`config.mk`:
```
export PLATFORM = sky130hd
export DESIGN_NAME = bundle_lit_sequencer_flat
export DESIGN_NICKNAME = d
export VERILOG_FILES = /design/src/rtl/bundle_lit_sequencer_if.sv /design/src/rtl/bundle_lit_sequencer.sv /design/src/flat_wrapper.sv
export SDC_FILE = /design/constraint.sdc
export NUM_CORES = 1
export LEC_CHECK = 0
export CORE_MARGIN = 2
export CORE_UTILIZATION = 54
export DETAILED_ROUTE_END_ITERATION = 6
export HOLD_SLACK_MARGIN = 0.15
export PLACE_DENSITY = 0.82
export SLEW_MARGIN = 10
export SYNTH_ARGS = -nofsm -noshare
export SYNTH_HDL_FRONTEND = slang
export SYNTH_SLANG_ARGS = --single-unit
export TNS_END_PERCENT = 10
```
`constraint.sdc`:
```
create_clock -name clock -period 4.8 [get_ports clock]
set_clock_uncertainty 0.05 [all_clocks]
set_input_delay 0.96 -clock clock [delete_from_list [all_inputs] [get_ports clock]]
set_output_delay 0.96 -clock clock [all_outputs]
set_load 0.02 [all_outputs]
```
`src/rtl/bundle_lit_sequencer_if.sv`:
```
// Stimulus/response bundle channel between the literal sequencer and the device it exercises.
// The sequencer drives the stimulus fields and samples the response; the device does the reverse.
interface bundle_lit_sequencer_if;
  logic       stim_valid;
  logic       stim_ready;
  logic [7:0] stim_a;
  logic       stim_b;
  logic [1:0] stim_c;
  logic       resp_valid;
  logic [7:0] resp_a;
  logic       resp_b;
  logic [1:0] resp_c;

  modport master (
    output stim_valid, stim_a, stim_b, stim_c,
    input  stim_ready, resp_valid, resp_a, resp_b, resp_c
  );

  modport slave (
    input  stim_valid, stim_a, stim_b, stim_c,
    output stim_ready, resp_valid, resp_a, resp_b, resp_c
  );
endinterface

```
`src/rtl/bundle_lit_sequencer.sv`:
```
// Issues NUM_VEC arithmetic bundle literals, waits for each echo (bounded by TIMEOUT)
// and tallies mismatches and timeouts into a saturating error count.
module bundle_lit_sequencer #(
  parameter int NUM_VEC = 4,
  parameter int TIMEOUT = 16
) (
  input  logic                    clock,
  input  logic                    reset,
  input  logic                    start,
  bundle_lit_sequencer_if.master  bus,
  output logic                    busy,
  output logic                    done,
  output logic                    pass,
  output logic                    stop,
  output logic [4:0]              err_count
);

  typedef enum logic [2:0] {
    IDLE    = 3'd0,
    SEND    = 3'd1,
    WAIT    = 3'd2,
    CHECK   = 3'd3,
    ADVANCE = 3'd4,
    DONE    = 3'd5
  } state_t;

  localparam logic [3:0] LAST_IDX = 4'(NUM_VEC - 1);
  localparam logic [7:0] TMO_LAST = 8'(TIMEOUT - 1);

  state_t     state_reg, state_next;
  logic [3:0] idx_reg, idx_next;
  logic [7:0] tmo_reg, tmo_next;
  logic [4:0] err_reg, err_next;
  logic [7:0] cap_a_reg, cap_a_next;
  logic       cap_b_reg, cap_b_next;
  logic [1:0] cap_c_reg, cap_c_next;
  logic       stopped_reg, stopped_next;

  logic [7:0] vec_a;
  logic       vec_b;
  logic [1:0] vec_c;
  logic       mismatch;
  logic [4:0] err_inc;

  // Current literal is derived from the index, so it is stable for as long as SEND lasts.
  always_comb begin
    vec_a    = {4'd0, idx_reg} * 8'd37 + 8'd3;
    vec_b    = idx_reg[0];
    vec_c    = 2'(idx_reg % 4'd3);
    mismatch = (cap_a_reg != vec_a) || (cap_b_reg != vec_b) || (cap_c_reg != vec_c);
    err_inc  = (err_reg == 5'd31) ? err_reg : err_reg + 5'd1;
  end

  always_ff @(posedge clock or negedge reset) begin
    if (!reset) begin
      state_reg   <= IDLE;
      idx_reg     <= 4'd0;
      tmo_reg     <= 8'd0;
      err_reg     <= 5'd0;
      cap_a_reg   <= 8'd0;
      cap_b_reg   <= 1'b0;
      cap_c_reg   <= 2'd0;
      stopped_reg <= 1'b0;
    end else begin
      state_reg   <= state_next;
      idx_reg     <= idx_next;
      tmo_reg     <= tmo_next;
      err_reg     <= err_next;
      cap_a_reg   <= cap_a_next;
      cap_b_reg   <= cap_b_next;
      cap_c_reg   <= cap_c_next;
      stopped_reg <= stopped_next;
    end
  end

  always_comb begin
    state_next   = state_reg;
    idx_next     = idx_reg;
    tmo_next     = tmo_reg;
    err_next     = err_reg;
    cap_a_next   = cap_a_reg;
    cap_b_next   = cap_b_reg;
    cap_c_next   = cap_c_reg;
    stopped_next = stopped_reg;

    case (state_reg)
      IDLE: begin
        if (start) begin
          idx_next     = 4'd0;
          tmo_next     = 8'd0;
          err_next     = 5'd0;
          stopped_next = 1'b0;
          state_next   = SEND;
        end
      end
      SEND: begin
        if (bus.stim_ready) begin
          tmo_next   = 8'd0;
          state_next = WAIT;
        end
      end
      WAIT: begin
        // A response on the threshold cycle wins over the timeout.
        if (bus.resp_valid) begin
          cap_a_next = bus.resp_a;
          cap_b_next = bus.resp_b;
          cap_c_next = bus.resp_c;
          state_next = CHECK;
        end else if (tmo_reg == TMO_LAST) begin
          err_next   = err_inc;
          state_next = ADVANCE;
        end else begin
          tmo_next = tmo_reg + 8'd1;
        end
      end
      CHECK: begin
        if (mismatch) begin
          err_next = err_inc;
        end
        state_next = ADVANCE;
      end
      ADVANCE: begin
        if (idx_reg == LAST_IDX) begin
          state_next = DONE;
        end else begin
          idx_next   = idx_reg + 4'd1;
          state_next = SEND;
        end
      end
      DONE: begin
        stopped_next = 1'b1;
      end
      default: begin
        state_next = IDLE;
      end
    endcase
  end

  assign bus.stim_valid = (state_reg == SEND);
  assign bus.stim_a     = (state_reg == SEND) ? vec_a : 8'd0;
  assign bus.stim_b     = (state_reg == SEND) ? vec_b : 1'b0;
  assign bus.stim_c     = (state_reg == SEND) ? vec_c : 2'd0;

  assign busy      = (state_reg != IDLE) && (state_reg != DONE);
  assign done      = (state_reg == DONE);
  assign pass      = (state_reg == DONE) && (err_reg == 5'd0);
  assign stop      = (state_reg == DONE) && !stopped_reg;
  assign err_count = err_reg;

endmodule

```
`src/flat_wrapper.sv`:
```
// flat-port wrapper written by rule: the top's interface ports become plain ports
module bundle_lit_sequencer_flat 
#(
  parameter int NUM_VEC = 4,
  parameter int TIMEOUT = 16
)
  (clock, reset, start, busy, done, pass, stop, err_count, bus_stim_valid, bus_stim_a, bus_stim_b, bus_stim_c, bus_stim_ready, bus_resp_valid, bus_resp_a, bus_resp_b, bus_resp_c);
  bundle_lit_sequencer_if bus_i ();
  input  logic clock;
  input  logic reset;
  input  logic start;
  output logic busy;
  output logic done;
  output logic pass;
  output logic stop;
  output logic [4:0] err_count;
  output wire logic [$bits(bus_i.stim_valid)-1:0] bus_stim_valid;
  output wire logic [$bits(bus_i.stim_a)-1:0] bus_stim_a;
  output wire logic [$bits(bus_i.stim_b)-1:0] bus_stim_b;
  output wire logic [$bits(bus_i.stim_c)-1:0] bus_stim_c;
  input wire logic [$bits(bus_i.stim_ready)-1:0] bus_stim_ready;
  input wire logic [$bits(bus_i.resp_valid)-1:0] bus_resp_valid;
  input wire logic [$bits(bus_i.resp_a)-1:0] bus_resp_a;
  input wire logic [$bits(bus_i.resp_b)-1:0] bus_resp_b;
  input wire logic [$bits(bus_i.resp_c)-1:0] bus_resp_c;
  assign bus_stim_valid = bus_i.stim_valid;
  assign bus_stim_a = bus_i.stim_a;
  assign bus_stim_b = bus_i.stim_b;
  assign bus_stim_c = bus_i.stim_c;
  assign bus_i.stim_ready = bus_stim_ready;
  assign bus_i.resp_valid = bus_resp_valid;
  assign bus_i.resp_a = bus_resp_a;
  assign bus_i.resp_b = bus_resp_b;
  assign bus_i.resp_c = bus_resp_c;
  bundle_lit_sequencer #(.NUM_VEC(NUM_VEC), .TIMEOUT(TIMEOUT)) u_core (.clock(clock), .reset(reset), .start(start), .bus(bus_i), .busy(busy), .done(done), .pass(pass), .stop(stop), .err_count(err_count));
endmodule
```
==> impl_results.md, run 1 <==
* Setup TNS at 0 ns
* Routed WL at 5228 microns
* Syn Inst Count at 259
* CTS clock-pin slew for the worst setup and hold paths at 0.07 ns
* Fmax achieved at 223.0 MHz
* Number of synthesized register bits at 32
* Synth unique cells at 54
* Share of cells above drive strength 1 at 10.14%
* TritonCTS clock tree: built
* Synth-to-Final Area Change at 20.28%
* PwrDens at 173.3 nW/um^2
* Initial Utilization at 55.79%
* Post-DP HPWL at 3849 microns
* # diodes at 0
* P_leak at 1.325 nW
* CTS Root Buffer Type: clkbuf_8
* CP required at 3.79 ns
* Critical path endpoint category: output port
* Number of max-cap violations at 0
* Via count at 2016
* CP Cell Sequence: nor2b_4, ha_1, inv_1, ha_1, nor2b_1, a221oi_1, ha_1, or4_4, a21boi_0, o21a_1, clkdlybuf4s50_1
* Synth Warn # at 0
* Worst-Skew Late Latency at 0.29 ns
* Min Tclk post-route at 4.484 ns
* Tcrit/Tclk final at 93.41%
* Num CTS Buffers at 5
* Largest net degree at the start of global routing at 33
* DRT Pass-1 Iters at 6
* Most frequent cells in the layout: 36 x clkdlybuf4s50_1, 32 x dfrtp_1, 25 x nor2_1
* Cts hold-fix bufs at 0
* Worst VDD drop at 0.0001689 V
* Die area at 5018 sq um
* Commonest non-fill, non-tap cell in the layout: clkdlybuf4s50_1
* Drt drc at 0
* Type of the most critical hold path: reg2reg
* # setup viols final at 0
* CTS max path bufs at 2
* Height of the die at 70.84 microns
* RSZ-0062 raised after global routing: no
* H-tree depth at 2
* Slowest library cell on the worst path: clkdlybuf4s50_1
* Crit path DAT at 3.47 ns
* Post_cts resized at 0
* PortBufs at 36
* Post-synth ARST share at 100.0%
* Max-slew violation count at 0
* First-pass GRT wire length at 9128 microns
* Slew HR at 28.24%
* Fin. Hold Viols at 0
* Post-Syn Nets at 295
* Core Box Area at 4324 sq um
* Post-route ant nets at 0
* Largest fanout on the critical path at 10
* Fill cells at 365
* Gpl congestion at 0.9800
* Layout Utilization at 67.10%
* Die W at 70.84 microns
* Most frequent CP cell: ha_1
* CP peak stage delay at 0.59 ns
* Crit path kind: reg2out
* Initial DRC count at 119
* Clock Sinks at 32
* Post-synth EDFFs at 0
* Global route total overflow at 0
* Worst Tran Pin Value at 1.072 ns
* Ports at 37
* Core Rows at 24
* Setup bufs post-CTS at 0
* Combined buffer and inverter count along the critical path at 2
* Top Family by Delay on Critical Path: simple AND/OR/NAND/NOR gates
* Top_reg_cell synth: dfrtp_1
* Syn avg cell area at 9.314 sq um
* Vias/cell at 5.793
* CP startpoint kind: flip-flop
* Vias in the first global route at 1979
* Final #Nets at 331
* Status: complete, no violations
* Total GRT Usage at 23.01%
* Initial antenna violation count at 0
* Sequential fraction of the synthesis area at 33.20%
* Mapped cell area at 2412 sq um
* Wirelength per Cell at 15.02 microns
==> final timing paths <==
path	from	endpoint	slack (ns)	cells past startpoint
max in group asynchronous	reset	u_core.cap_a_reg[0]$_DFFE_PN0P_	3.38	2
max	u_core.idx_reg[2]$_DFFE_PN0P_	bus_stim_c[1]	0.32	11
min	u_core.cap_a_reg[0]$_DFFE_PN0P_	u_core.cap_a_reg[0]$_DFFE_PN0P_	0.49	1
min reg2reg	u_core.cap_a_reg[0]$_DFFE_PN0P_	u_core.cap_a_reg[0]$_DFFE_PN0P_	0.49	1
min in group asynchronous	reset	u_core.err_count[0]$_DFFE_PN0P_	1.02	2
max reg2reg	u_core.idx_reg[2]$_DFFE_PN0P_	u_core.err_count[0]$_DFFE_PN0P_	0.93	13
==> power breakdown <==
part / switching [W] / internal, W
Combinational: 0.00000783 / 0.0000114
Clock: 0.0000971 / 0.000117
Sequential: 0 / 0.000270
Total: 0.000105 / 0.000398
==> Yosys cell counts, types with 2 or more instances <==
cell type,n,area (sq um)
nand2b_1,5,31.28
o22ai_1,2,12.51
xor2_1,10,87.58
and3_1,5,31.28
nand4_1,2,12.51
a21oi_1,11,55.05
inv_1,13,48.80
xor3_1,2,47.55
clkbuf_1,8,30.03
nand2_1,20,75.07
o2111ai_1,2,17.52
nor2_1,25,93.84
and2_1,2,12.51
o21ai_1,2,10.01
nor2b_1,6,37.54
nand3b_1,4,30.03
ha_1,20,250.2
a21o_1,2,15.01
mux2i_1,5,50.05
a31oi_1,2,12.51
dfrtp_1,32,800.8
xnor2_1,4,35.03
nor3_1,6,30.03
o21ai_0,14,70.07
or3_1,3,18.77
nor3b_1,2,15.01
nand3_1,6,30.03
nor4_1,2,12.51
o211ai_1,4,30.03
o211a_1,2,20.02
mux2_2,13,146.4
==> logic make-up (layout without fill, tap and decap cells) <==
kind of cell	after synthesis	count (layout)	share of synthesized area (%)
XOR/XNOR	17	17	7.987
adder cells (fa/ha/maj)	20	20	10.37
multiplexers	18	18	8.143
AND/OR/NAND/NOR	97	97	21.47
AO/OA/AOI/OAI	52	52	14.78
buffers and inverters	23	60	4.046
flip-flops	32	32	33.20
==> final cells by class <==
class | count | area, sq um | share of cell area [%]
Inverter | 13 | 48.80 | 1.682
Timing Repair Buffer | 39 | 382.9 | 13.20
Tap cell | 52 | 65.06 | 2.242
Sequential cell | 32 | 800.8 | 27.60
Clock buffer | 8 | 90.09 | 3.105
Multi-Input combinational cell | 204 | 1514 | 52.18
==> per-layer routing <==
| metal | global-route usage (%) | wire (microns) | up-vias | share of wire [%] |
|---|---|---|---|---|
| met5 | 0 | 0 | - | 0 |
| met4 | 9.434 | 101 | 0 | 1.9 |
| met3 | 5.413 | 174 | 13 | 3.3 |
| met2 | 37.28 | 2499 | 39 | 48 |
| met1 | 29.76 | 2452 | 971 | 47 |
| li1 | - | - | 993 | - |
==> through the flow <==
| step | hold WS, ns | power [W] | instances | setup WS (ns) | area [sq um] |
|---|---|---|---|---|---|
| final | 0.4863 | 0.0005029 | 348 | 0.3165 | 2902 |
| after global routing | 0.5093 | 0.0005202 | 348 | 0.09940 | 2902 |
| after CTS | 0.4907 | 0.0005097 | 348 | 0.3013 | 2902 |
| after detailed placement | 0.4759 | 0.0002946 | 340 | 0.6102 | 2811 |
| after global placement | 0.4604 | 0.0002943 | 340 | 0.7268 | 2811 |
| after floorplan | 0.4365 | 0.0002754 | 259 | 1.178 | 2412 |
Note: power is estimated with default switching activity, not from simulation.
==> run 2, diff against run 1 <==
- CORE_UTILIZATION: 54 -> 49
- PLACE_DENSITY: 0.82 -> 0.78
- clock period: 4.8 -> 3.7 ns (I/O delays scaled with it)
==> impl_results.md, run 2 (same netlist as run 1, synthesis figures left out) <==
* Critical path endpoint category: output port
* Core Rows at 25
* Total GRT Usage at 21.03%
* Wirelength per Cell at 13.91 microns
* Number of max-cap violations at 0
* DRT Pass-1 Iters at 4
* Die area at 5500 sq um
* Layout Utilization at 63.76%
* Num CTS Buffers at 5
* Setup TNS at 0 ns
* RSZ-0062 raised after global routing: yes
* CP peak stage delay at 0.57 ns
* Largest net degree at the start of global routing at 33
* Drt drc at 0
* Setup slack, reg-to-reg at 0.22 ns
* P_leak at 1.427 nW
* Slew HR at 68.03%
* Max-slew violation count at 0
* Crit path DAT at 2.86 ns
* CTS clock-pin slew for the worst setup and hold paths at 0.06 ns
* Initial antenna violation count at 0
* Most frequent cells in the layout: 32 x dfrtp_1, 31 x clkdlybuf4s50_1, 25 x nor2_1
* First-pass GRT wire length at 8790 microns
* Vias in the first global route at 1917
* # diodes at 0
* Crit path kind: reg2out
* Worst-Skew Late Latency at 0.28 ns
* Core Box Area at 4723 sq um
* Min Tclk post-route at 3.650 ns
* Hold Path Depth at 1
* Worst Tran Pin Value at 0.4796 ns
* Initial DRC count at 64
* Most frequent CP cell: ha_1
* Worst VDD drop at 0.0002217 V
* Global route total overflow at 0
* Commonest non-fill, non-tap cell in the layout: dfrtp_1
* Post-DP HPWL at 3891 microns
* Type of the most critical hold path: reg2reg
* Tcrit/Tclk final at 98.66%
* Power, Total at 0.0006554 W
* Routed WL at 5176 microns
* Clock Sinks at 32
* Post-route ant nets at 0
* Initial Utilization at 51.07%
* PwrDens at 217.6 nW/um^2
* Slowest library cell on the worst path: or4_4
* Reg2Reg Depth at 13
* # setup viols final at 0
* Status: complete, no violations
* Gpl congestion at 0.8357
* CP Cell Sequence: nor2b_4, ha_1, inv_1, ha_1, nor2b_1, a221oi_2, ha_1, or4_4, and3_4, o21a_1, clkdlybuf4s15_2
* Ports at 37
* CTS max path bufs at 2
* Fill cells at 402
* Final #Nets at 340
* Largest fanout on the critical path at 6
* CP required at 2.91 ns
* Vias/cell at 5.417
* Share of cells above drive strength 1 at 15.41%
* Die W at 74.17 microns
* Synth-to-Final Area Change at 24.84%
* Fin. Hold Viols at 0
* H-tree depth at 2
* Via count at 2015
* TritonCTS clock tree: built
* Fmax achieved at 273.9 MHz
* Height of the die at 74.17 microns
* PortBufs at 36
* CP startpoint kind: flip-flop
* Worst hold margin at 0.4797 ns
* CTS Root Buffer Type: clkbuf_8
-- run 2: cell types whose count changed in the layout (fill, tap and decap cells not counted), moves of 2 or more --
cell             change
clkbuf_1             -2
clkinv_2             +2
clkdlybuf4s50_1      -5
buf_4                +9
dlymetal6s2s_1       +2
-- run 2: layout make-up --
type                       count  area, sq um  area share [%]
timing repair buffer          48        450.4           14.96
clock inverter                 2        10.01          0.3324
multi-input combinational    204         1535           50.98
sequential                    32        800.8           26.59
inverter                      13        48.80           1.620
clock buffer                   6        82.58           2.742
tap                           67        83.83           2.784
-- run 2: per-layer routing --
layer / GRT usage [%] / vias to the layer above / wire [microns]
met5: 0 / - / 0
met4: 7.273 / 0 / 42
met3: 5.014 / 6 / 155
met2: 35.32 / 32 / 2534
met1: 26.58 / 964 / 2443
li1: - / 1013 / -
-- run 2: stage by stage --
| step | std cells | area [sq um] | worst slack, ns |
|---|---|---|---|
| after floorplan | 259 | 2412 | 0.2156 |
| after global placement | 364 | 2898 | 0.07515 |
| after detailed placement | 364 | 2898 | -0.01205 |
| after CTS | 372 | 3008 | -0.03132 |
| after global routing | 372 | 3012 | -0.09498 |
| final | 372 | 3012 | 0.04956 |
-- run 2: report_power, final --
group	switching [W]	total, W	internal (W)	leakage [nW]
sequential	0	0.000350	0.000350	0.395
clock	0.000133	0.000281	0.000148	0.0510
combinational	0.0000100	0.0000249	0.0000149	0.981
total	0.000143	0.000655	0.000513	1.43
-- run 2: path summary, 6_finish.rpt --
kind / from / endpoint
max: u_core.idx_reg[2]$_DFFE_PN0P_ / bus_stim_c[1]
min: u_core.cap_a_reg[0]$_DFFE_PN0P_ / u_core.cap_a_reg[0]$_DFFE_PN0P_
max reg2reg: u_core.idx_reg[2]$_DFFE_PN0P_ / u_core.err_count[0]$_DFFE_PN0P_
min reg2reg: u_core.cap_a_reg[0]$_DFFE_PN0P_ / u_core.cap_a_reg[0]$_DFFE_PN0P_
max in group asynchronous: reset / u_core.idx_reg[2]$_DFFE_PN0P_
min in group asynchronous: reset / u_core.tmo_reg[5]$_DFFE_PN0P_
-- run 2: timing repair --
action	in CTS	in global routing
resized for setup	9	6
setup buffers	0	0
setup endpoints to repair	4	5
hold buffers	0	0
-- run 2: worst max-delay path, delay by kind of cell (launching register included) --
kind	cells	cell delay (ns)
buf+inv	2	0.29
flops	1	0.39
compound gates	2	0.26
simple gates	4	1.08
fa+ha+maj	3	0.55
